## src/rtl/noc_traffic_source.sv

```systemverilog
// Synthetic NoC traffic injector: probabilistically creates flits, queues them in a small
// FIFO and delivers them over valid/ready, keeping saturating sent/dropped statistics.
module noc_traffic_source #(
    parameter int unsigned ADDR_BITS     = 4,
    parameter int unsigned SRC_ADDR      = 0,
    parameter int unsigned INJ_THRESHOLD = 32,
    parameter int unsigned FIFO_DEPTH    = 4,
    parameter int unsigned CNT_BITS      = 16
) (
    input  logic                     clk,
    input  logic                     reset,
    input  logic                     send_i,
    input  logic [31:0]              rand_i,
    output logic [2*ADDR_BITS+7:0]   out_data_o,
    output logic                     out_valid_o,
    input  logic                     out_ready_i,
    output logic                     busy_o,
    output logic [CNT_BITS-1:0]      sent_count_o,
    output logic [CNT_BITS-1:0]      dropped_count_o
);

    localparam int unsigned FlitW = 2 * ADDR_BITS + 8;
    localparam int unsigned PtrW  = $clog2(FIFO_DEPTH);
    localparam int unsigned OccW  = $clog2(FIFO_DEPTH + 1);

    localparam logic [1:0] StIdle   = 2'd0;
    localparam logic [1:0] StActive = 2'd1;
    localparam logic [1:0] StDrain  = 2'd2;

    localparam logic [8:0]           Thr  = 9'(INJ_THRESHOLD);
    localparam logic [ADDR_BITS-1:0] Src  = ADDR_BITS'(SRC_ADDR);
    localparam logic [OccW-1:0]      Full = OccW'(FIFO_DEPTH);

    logic [1:0]          state_q, state_d;
    logic [FlitW-1:0]    mem_q [FIFO_DEPTH];
    logic [PtrW-1:0]     rd_ptr_q, wr_ptr_q;
    logic [OccW-1:0]     occ_q, occ_d;
    logic [7:0]          seq_q;
    logic [CNT_BITS-1:0] sent_q, dropped_q;

    logic                 gen, push, pop, drop, full;
    logic [ADDR_BITS-1:0] dest_raw, dest;
    logic [FlitW-1:0]     flit;

    logic unused_rand;
    assign unused_rand = ^rand_i[31:ADDR_BITS+8];

    always_comb begin
        full     = (occ_q == Full);
        pop      = (occ_q != '0) && out_ready_i;
        gen      = (state_q == StActive) && send_i && ({1'b0, rand_i[7:0]} < Thr);
        // A pop in the same cycle frees the slot, so a full FIFO can still accept.
        push     = gen && (!full || pop);
        drop     = gen && full && !pop;
        dest_raw = rand_i[ADDR_BITS+7:8];
        dest     = (dest_raw == Src) ? dest_raw + ADDR_BITS'(1) : dest_raw;
        flit     = {dest, Src, seq_q};
        occ_d    = occ_q + OccW'(push) - OccW'(pop);
    end

    always_comb begin
        state_d = state_q;
        case (state_q)
            StIdle: begin
                if (send_i) state_d = StActive;
            end
            StActive: begin
                if (!send_i) state_d = (occ_q != '0) ? StDrain : StIdle;
            end
            StDrain: begin
                if (send_i) state_d = StActive;
                else if (occ_d == '0) state_d = StIdle;
            end
            default: state_d = StIdle;
        endcase
    end

    always_ff @(posedge clk or posedge reset) begin
        if (reset) begin
            state_q   <= StIdle;
            rd_ptr_q  <= '0;
            wr_ptr_q  <= '0;
            occ_q     <= '0;
            seq_q     <= '0;
            sent_q    <= '0;
            dropped_q <= '0;
            for (int i = 0; i < int'(FIFO_DEPTH); i++) mem_q[i] <= '0;
        end else begin
            state_q <= state_d;
            occ_q   <= occ_d;
            if (push) begin
                mem_q[wr_ptr_q] <= flit;
                wr_ptr_q        <= wr_ptr_q + PtrW'(1);
            end
            if (pop) rd_ptr_q <= rd_ptr_q + PtrW'(1);
            if (gen) seq_q <= seq_q + 8'd1;
            if (pop && sent_q != '1) sent_q <= sent_q + CNT_BITS'(1);
            if (drop && dropped_q != '1) dropped_q <= dropped_q + CNT_BITS'(1);
        end
    end

    assign out_data_o      = mem_q[rd_ptr_q];
    assign out_valid_o     = (occ_q != '0);
    assign busy_o          = (state_q != StIdle);
    assign sent_count_o    = sent_q;
    assign dropped_count_o = dropped_q;

endmodule

```

## config.mk

```make
export PLATFORM = sky130hd
export DESIGN_NAME = noc_traffic_source
export DESIGN_NICKNAME = d
export VERILOG_FILES = /design/src/rtl/noc_traffic_source.sv
export SDC_FILE = /design/constraint.sdc
export NUM_CORES = 1
export LEC_CHECK = 0
export CELL_PAD_IN_SITES_DETAIL_PLACEMENT = 1
export CELL_PAD_IN_SITES_GLOBAL_PLACEMENT = 1
export CORE_AREA = 10 10 149 151
export DETAILED_ROUTE_END_ITERATION = 12
export DIE_AREA = 0 0 159 161
export PLACE_DENSITY = 0.54
export RECOVER_POWER = 50
export SLEW_MARGIN = 10
export SYNTH_ARGS = -nofsm -noshare
export SYNTH_HDL_FRONTEND = slang
export SYNTH_SLANG_ARGS = --single-unit
```

## constraint.sdc

```tcl
create_clock -name clk -period 4.7 [get_ports clk]
set_input_delay 0.47 -clock clk [delete_from_list [all_inputs] [get_ports clk]]
set_output_delay 0.47 -clock clk [all_outputs]
set_load 0.01 [all_outputs]
```

## Word-level counts from Yosys, hierarchy flattened

Index checks and enable logic that the tools add are counted.

| operators by class | value |
|---|---|
| add/sub/neg operators | 8 |
| magnitude comparators | 4 |
| equality and inequality tests | 8 |
| mux-type cells | 13 |
| bitwise operators | 2 |
| reduce and logical (&&, ||, !) cells | 18 |

Operators with widths:

| kind | count |
|---|---|
| $bwmux 64 | 1 |
| $mux 16 | 3 |
| $add 16x1->16 const B | 2 |
| $bmux 16 s2 | 1 |
| $demux 16 s2 | 1 |
| $ne 16x16->1 const B | 2 |
| $mux 2 | 5 |
| $logic_and 1x1->1 | 9 |
| $add 8x1->8 const B | 1 |
| $lt 8x6->1 const B | 1 |
| $ge 3x3->1 const B | 2 |
| $not 2->3 | 2 |
| $pmux 2 s3 | 1 |
| $add 2x1->2 const B | 2 |
| $add 4x1->4 const B | 1 |
| $logic_not 4->1 | 1 |
| $mux 4 | 1 |
| $ne 2x2->1 const B | 2 |
| $add 3x1->3 | 1 |
| $eq 3x3->1 const B | 1 |
| $logic_not 3->1 | 1 |
| $lt 3x1->1 const B | 1 |
| $ne 3x3->1 const B | 1 |
| $reduce_and 3->1 | 1 |
| 8 further kinds | 9 |

| word-level totals | value |
|---|---|
| bits in registers | 113 |

## Depth between registers and ports, before layout

| logic depth | value |
|---|---|
| word-level depth | 10 |
| depth in mapped cells | 12 |
| depth with buffers taken out | 12 |

## Worst setup path before layout

Ideal clock, no wire load.

| timing path | value |
|---|---|
| kind | in2reg |
| start | input port rand_i[7] |
| end | register state_q[1] |
| library setup time | 0.136 ns |
| arrival time | 2.931 ns |
| path slack | 1.633 ns |
| cell stages on the path | 12 |
| buffers on the path | 0 |
| cells stage by stage | or4b_4 > nor3_4 > inv_1 > ha_1 > inv_1 > ha_1 > inv_1 > fa_1 > xnor2_1 > xnor2_1 > o311ai_0 > a21oi_1 |

| between the ends | value |
|---|---|
| word-level cells in the longest chain between the ends | 8 |

Ends and longest elaborated chain:

| item | line | source |
|---|---|---|
| start, declared | 13 | `input logic [31:0] rand_i,` |
| $lt 8x6->1 | 51 | `gen = (state_q == StActive) && send_i && ({1'b0, rand_i[7:0]} < Thr);` |
| $logic_and 1x1->1 | 51 |  |
| $logic_and 1x1->1 | 53 | `push = gen && (!full \|\| pop);` |
| $add 3x1->3 | 58 | `occ_d = occ_q + OccW'(push) - OccW'(pop);` |
| $sub 3x1->3 | 58 |  |
| net occ_d[2] | 37 | `logic [OccW-1:0] occ_q, occ_d;` |
| $logic_not 3->1 | 72 | `else if (occ_d == '0) state_d = StIdle;` |
| $ne 3x3->1 (no source line) | -- |  |
| $reduce_and 3->1 (no source line) | -- |  |
| end signal, assigned | 80 | `state_q <= StIdle;` |
| end signal, assigned | 89 | `state_q <= state_d;` |
| end, declared | 34 | `logic [1:0] state_q, state_d;` |

The timed path passes the listed nets, and every way through them passes these cells.
A chain may end at the register's enable or synchronous reset.

## Final worst setup path

| timing path | value |
|---|---|
| start | input port send_i |
| end | register state_q[1] |

| between the ends | value |
|---|---|
| word-level cells in the longest chain between the ends | 8 |
| elaborated cells on any way between the ends | 12 |
| classes of those cells | add/sub (2); eq/ne (3); mux (2); reduce/logical (5) |

Ends and longest elaborated chain:

| item | line | source |
|---|---|---|
| start, declared | 12 | `input logic send_i,` |
| $logic_and 1x1->1 (2 in series) | 51 |  |
| $logic_and 1x1->1 | 53 |  |
| $add 3x1->3 | 58 |  |
| $sub 3x1->3 | 58 |  |
| net occ_d[2] | 37 |  |
| $logic_not 3->1 | 72 |  |
| $ne 3x3->1 (no source line) | -- |  |
| $reduce_and 3->1 (no source line) | -- |  |

The timed path passes the listed nets, and every way through them passes these cells.

==> flow_summary.json <==
{
  "post_cts_buffers": 0,
  "insertion_delay_ns": 0.35,
  "ir_worst_vdd_uv": 195,
  "syn_area_sq_mm": 0.00474,
  "endpoint_kind": "register",
  "fp.dieW_microns": 159,
  "dieArea_sq_mm": 0.0256,
  "crit_arrival_ns": 3.82,
  "synth_top_area_share_pct": 51.2,
  "min_period_over_period_pct": 76.8,
  "switchingPower_uw": 749,
  "placed_area_sq_mm": 0.00556,
  "synth_seq_area_share_pct": 51.2,
  "post_drt_wl_per_cell_microns": 16.7,
  "status": "complete, but fails checks",
  "cp.required_ns": 4.91,
  "cp_max_fo": 8,
  "syn_to_final_growth_pct": 22.8,
  "fin_area_sq_mm": 0.00583,
  "via_per_inst": 4.36,
  "final_cell_count_no_fill": 672,
  "worstMarginPinSlew_ns": 3.18,
  "drv_slew": 83,
  "drtAntennaViolNets": 0,
  "synth_top_area_cell": "dfrtp_1",
  "synth_common_cells": "dfrtp_1 (97), mux2_4 (40), xor2_1 (30), nand2_1 (14)",
  "maxCapViolations": 1,
  "period_needed_ns": 3.61,
  "port_buffers": 56,
  "start_util_pct": 24.7,
  "die_h_microns": 161,
  "rows": 51,
  "clock_sinks": 97,
  "ioPinCount": 86,
  "route.vias.total": 2928,
  "p_comb_share_pct": 23.1,
  "drive_gt1_share_pct": 21.6,
  "utilization_pct": 30.3,
  "dp_hpwl_microns": 7740,
  "cts_htree_levels": 3,
  "intPower_mw": 1.73,
  "antenna_found_initial": 0,
  "power_density_mw_per_mm2": 426,
  "ctsRootBufferMaster": "clkbuf_16",
  "clockBufferDepth": 2,
  "rsz0062_at_grt": "no",
  "failed_checks": "max-capacitance violations, max-slew violations",
  "gr-total-overflow": 0,
  "cp_slowest_cell": "dlygate4sd3_1",
  "clockPowerShare_pct": 29.7,
  "fin_skew_ns": 0.00955,
  "synth_warnings": 0,
  "fmax_mhz": 277,
  "first_global_vias": 3277,
  "start_kind": "primary input",
  "tns_ns": 0,
  "finalHoldViolations": 0,
  "grt_pass1_wl_microns": 18700,
  "dp.cells": 657,
  "ys.flop_type": "dfrtp_1",
  "power.leakage_nw": 2.79,
  "dr.pass1.iters": 4,
  "finalSetupViolations": 0,
  "slew-limit-headroom_pct": -112,
  "n_fill_cell": 2091,
  "max_stage_delay_ns": 0.64,
  "synth.most_common_cell": "dfrtp_1",
  "cpMostUsedCell": "inv_1",
  "drc": 0,
  "grt_max_degree": 83,
  "seqPwrFrac_pct": 47.2,
  "yosysUniqueCellTypes": 41,
  "critPathKind": "primary input to register",
  "cp_cell_sequence": "dlygate4sd3_1 > or4b_1 > nor3_4 > inv_1 > ha_1 > inv_1 > ha_1 > inv_1 > fa_1 > xnor2_1 > xnor2_1 > o311ai_0 > a21oi_1",
  "layout.nets": 451,
  "syn_avg_cell_area_sq_um": 13.7,
  "ctsHoldBuffers": 0,
  "cts_tree": "done",
  "hold_class": "register to register",
  "coreArea_sq_mm": 0.0192,
  "n_antenna_cell": 0,
  "totalWireLength_microns": 11200,
  "synth_edf_count": 0,
  "dr.first_iter.drc_count": 116,
  "total_power_mw": 2.48,
  "synthArstFlopShare_pct": 100,
  "ys_seq_elements": 97,
  "swShare_pct": 30.2,
  "post_cts_resized": 0,
  "cts_buffers": 9,
  "cts.clk_slew.worst_paths_ns": 0.07,
  "synth_area_leaders": "dfrtp_1 (51%), mux2_4 (13%), mux4_2 (5.7%)",
  "gp_congestion": 0.719,
  "groute.usage.overall_pct": 9.15,
  "syn_inst": 346
}
==> logic make-up (layout without fill, tap and decap cells) <==
group,Yosys count,in the layout,share of synthesized area [%]
buffers and inverters,27,85,3.11
other,1,4,0.0790
AOI/OAI and AO/OA,12,12,1.71
DFF,97,97,51.2
adders and majority gates,12,12,3.32
muxes,63,63,21.0
and+or+nand+nor,93,93,12.1
xor gates and xnor gates,41,41,7.57
==> layout make-up <==
class | count | area (sq um) | area share (%)
Tap cell | 265 | 332 | 5.69
Clock buffer | 11 | 233 | 3.99
Sequential cell | 97 | 2430 | 41.6
Clock inverter | 4 | 53.8 | 0.923
Inverter | 12 | 45.0 | 0.773
Timing Repair Buffer | 58 | 576 | 9.88
Multi-Input combinational cell | 225 | 2160 | 37.1
==> registers in the layout, summed over array words and instances (netlist names) <==
signal,flops
mem_q,48
rd_ptr_q,2
state_q,2
seq_q,8
wr_ptr_q,2
dropped_count_o,16
occ_q,3
sent_count_o,16
==> per-layer routing <==
layer	GRT usage, %	up-vias	share of wire, %
li1	-	1349	-
met1	11.3	1517	47
met2	14.4	53	47
met3	3.25	9	5.1
met4	3.41	0	1.5
met5	0	-	0
==> final timing paths <==
kind,slack (ns),end,depth (start not counted),start
min in group asynchronous,1.58,sent_count_o[8]$_DFFE_PP0P_,2,reset
max,1.09,state_q[1]$_DFFE_PP0P_,13,send_i
min,0.50,sent_count_o[8]$_DFFE_PP0P_,1,sent_count_o[8]$_DFFE_PP0P_
min reg2reg,0.50,sent_count_o[8]$_DFFE_PP0P_,1,sent_count_o[8]$_DFFE_PP0P_
max in group asynchronous,1.28,dropped_count_o[11]$_DFFE_PP0P_,2,reset
max reg2reg,1.84,state_q[1]$_DFFE_PP0P_,12,state_q[1]$_DFFE_PP0P_
==> stage by stage <==
step           setup WS [ns]  hold slack (ns)
6_report                1.09            0.498
5_1_grt                0.534            0.522
4_1_cts                 1.26            0.509
3_5_place_dp           0.892            0.491
3_3_place_gp           0.947            0.481
2_1_floorplan           1.63            0.474
==> cell usage in the layout, fill, tap and decap left out, types with 3 or more instances in the layout <==
| cell type | count |
|---|---|
| dfrtp_1 | 97 |
| nor3_1 | 11 |
| nor4b_1 | 5 |
| nand2_2 | 4 |
| mux2_2 | 11 |
| nand3_1 | 11 |
| dlygate4sd3_1 | 19 |
| clkbuf_16 | 9 |
| nor4_1 | 10 |
| a21oi_1 | 3 |
| xor2_1 | 30 |
| nand2_1 | 14 |
| ha_1 | 11 |
| and3_1 | 5 |
| nor2_1 | 7 |
| xnor2_1 | 11 |
| inv_1 | 12 |
| conb_1 | 4 |
| nor3b_1 | 3 |
| nand4_1 | 11 |
| mux2_4 | 40 |
| clkdlybuf4s50_1 | 37 |
| or2_2 | 3 |
| mux4_2 | 12 |
==> critical path, delay by kind of cell <==
| kind | cells | cell delay, ns |
|---|---|---|
| adders and majority gates | 3 | 0.80 |
| AOI/OAI and AO/OA | 2 | 0.39 |
| xor gates and xnor gates | 2 | 0.29 |
| and+or+nand+nor | 2 | 1.03 |
| buffers and inverters | 4 | 0.85 |
==> power groups by stage <==
stage | Sequential [mW] | Combinational [mW] | Clock [mW]
2_1_floorplan | 1.10 | 0.424 | 0
3_3_place_gp | 1.18 | 0.581 | 0
3_5_place_dp | 1.19 | 0.599 | 0
4_1_cts | 1.18 | 0.603 | 0.771
5_1_grt | 1.20 | 0.640 | 0.808
6_report | 1.17 | 0.573 | 0.739
(Power assumes the default switching activity.)
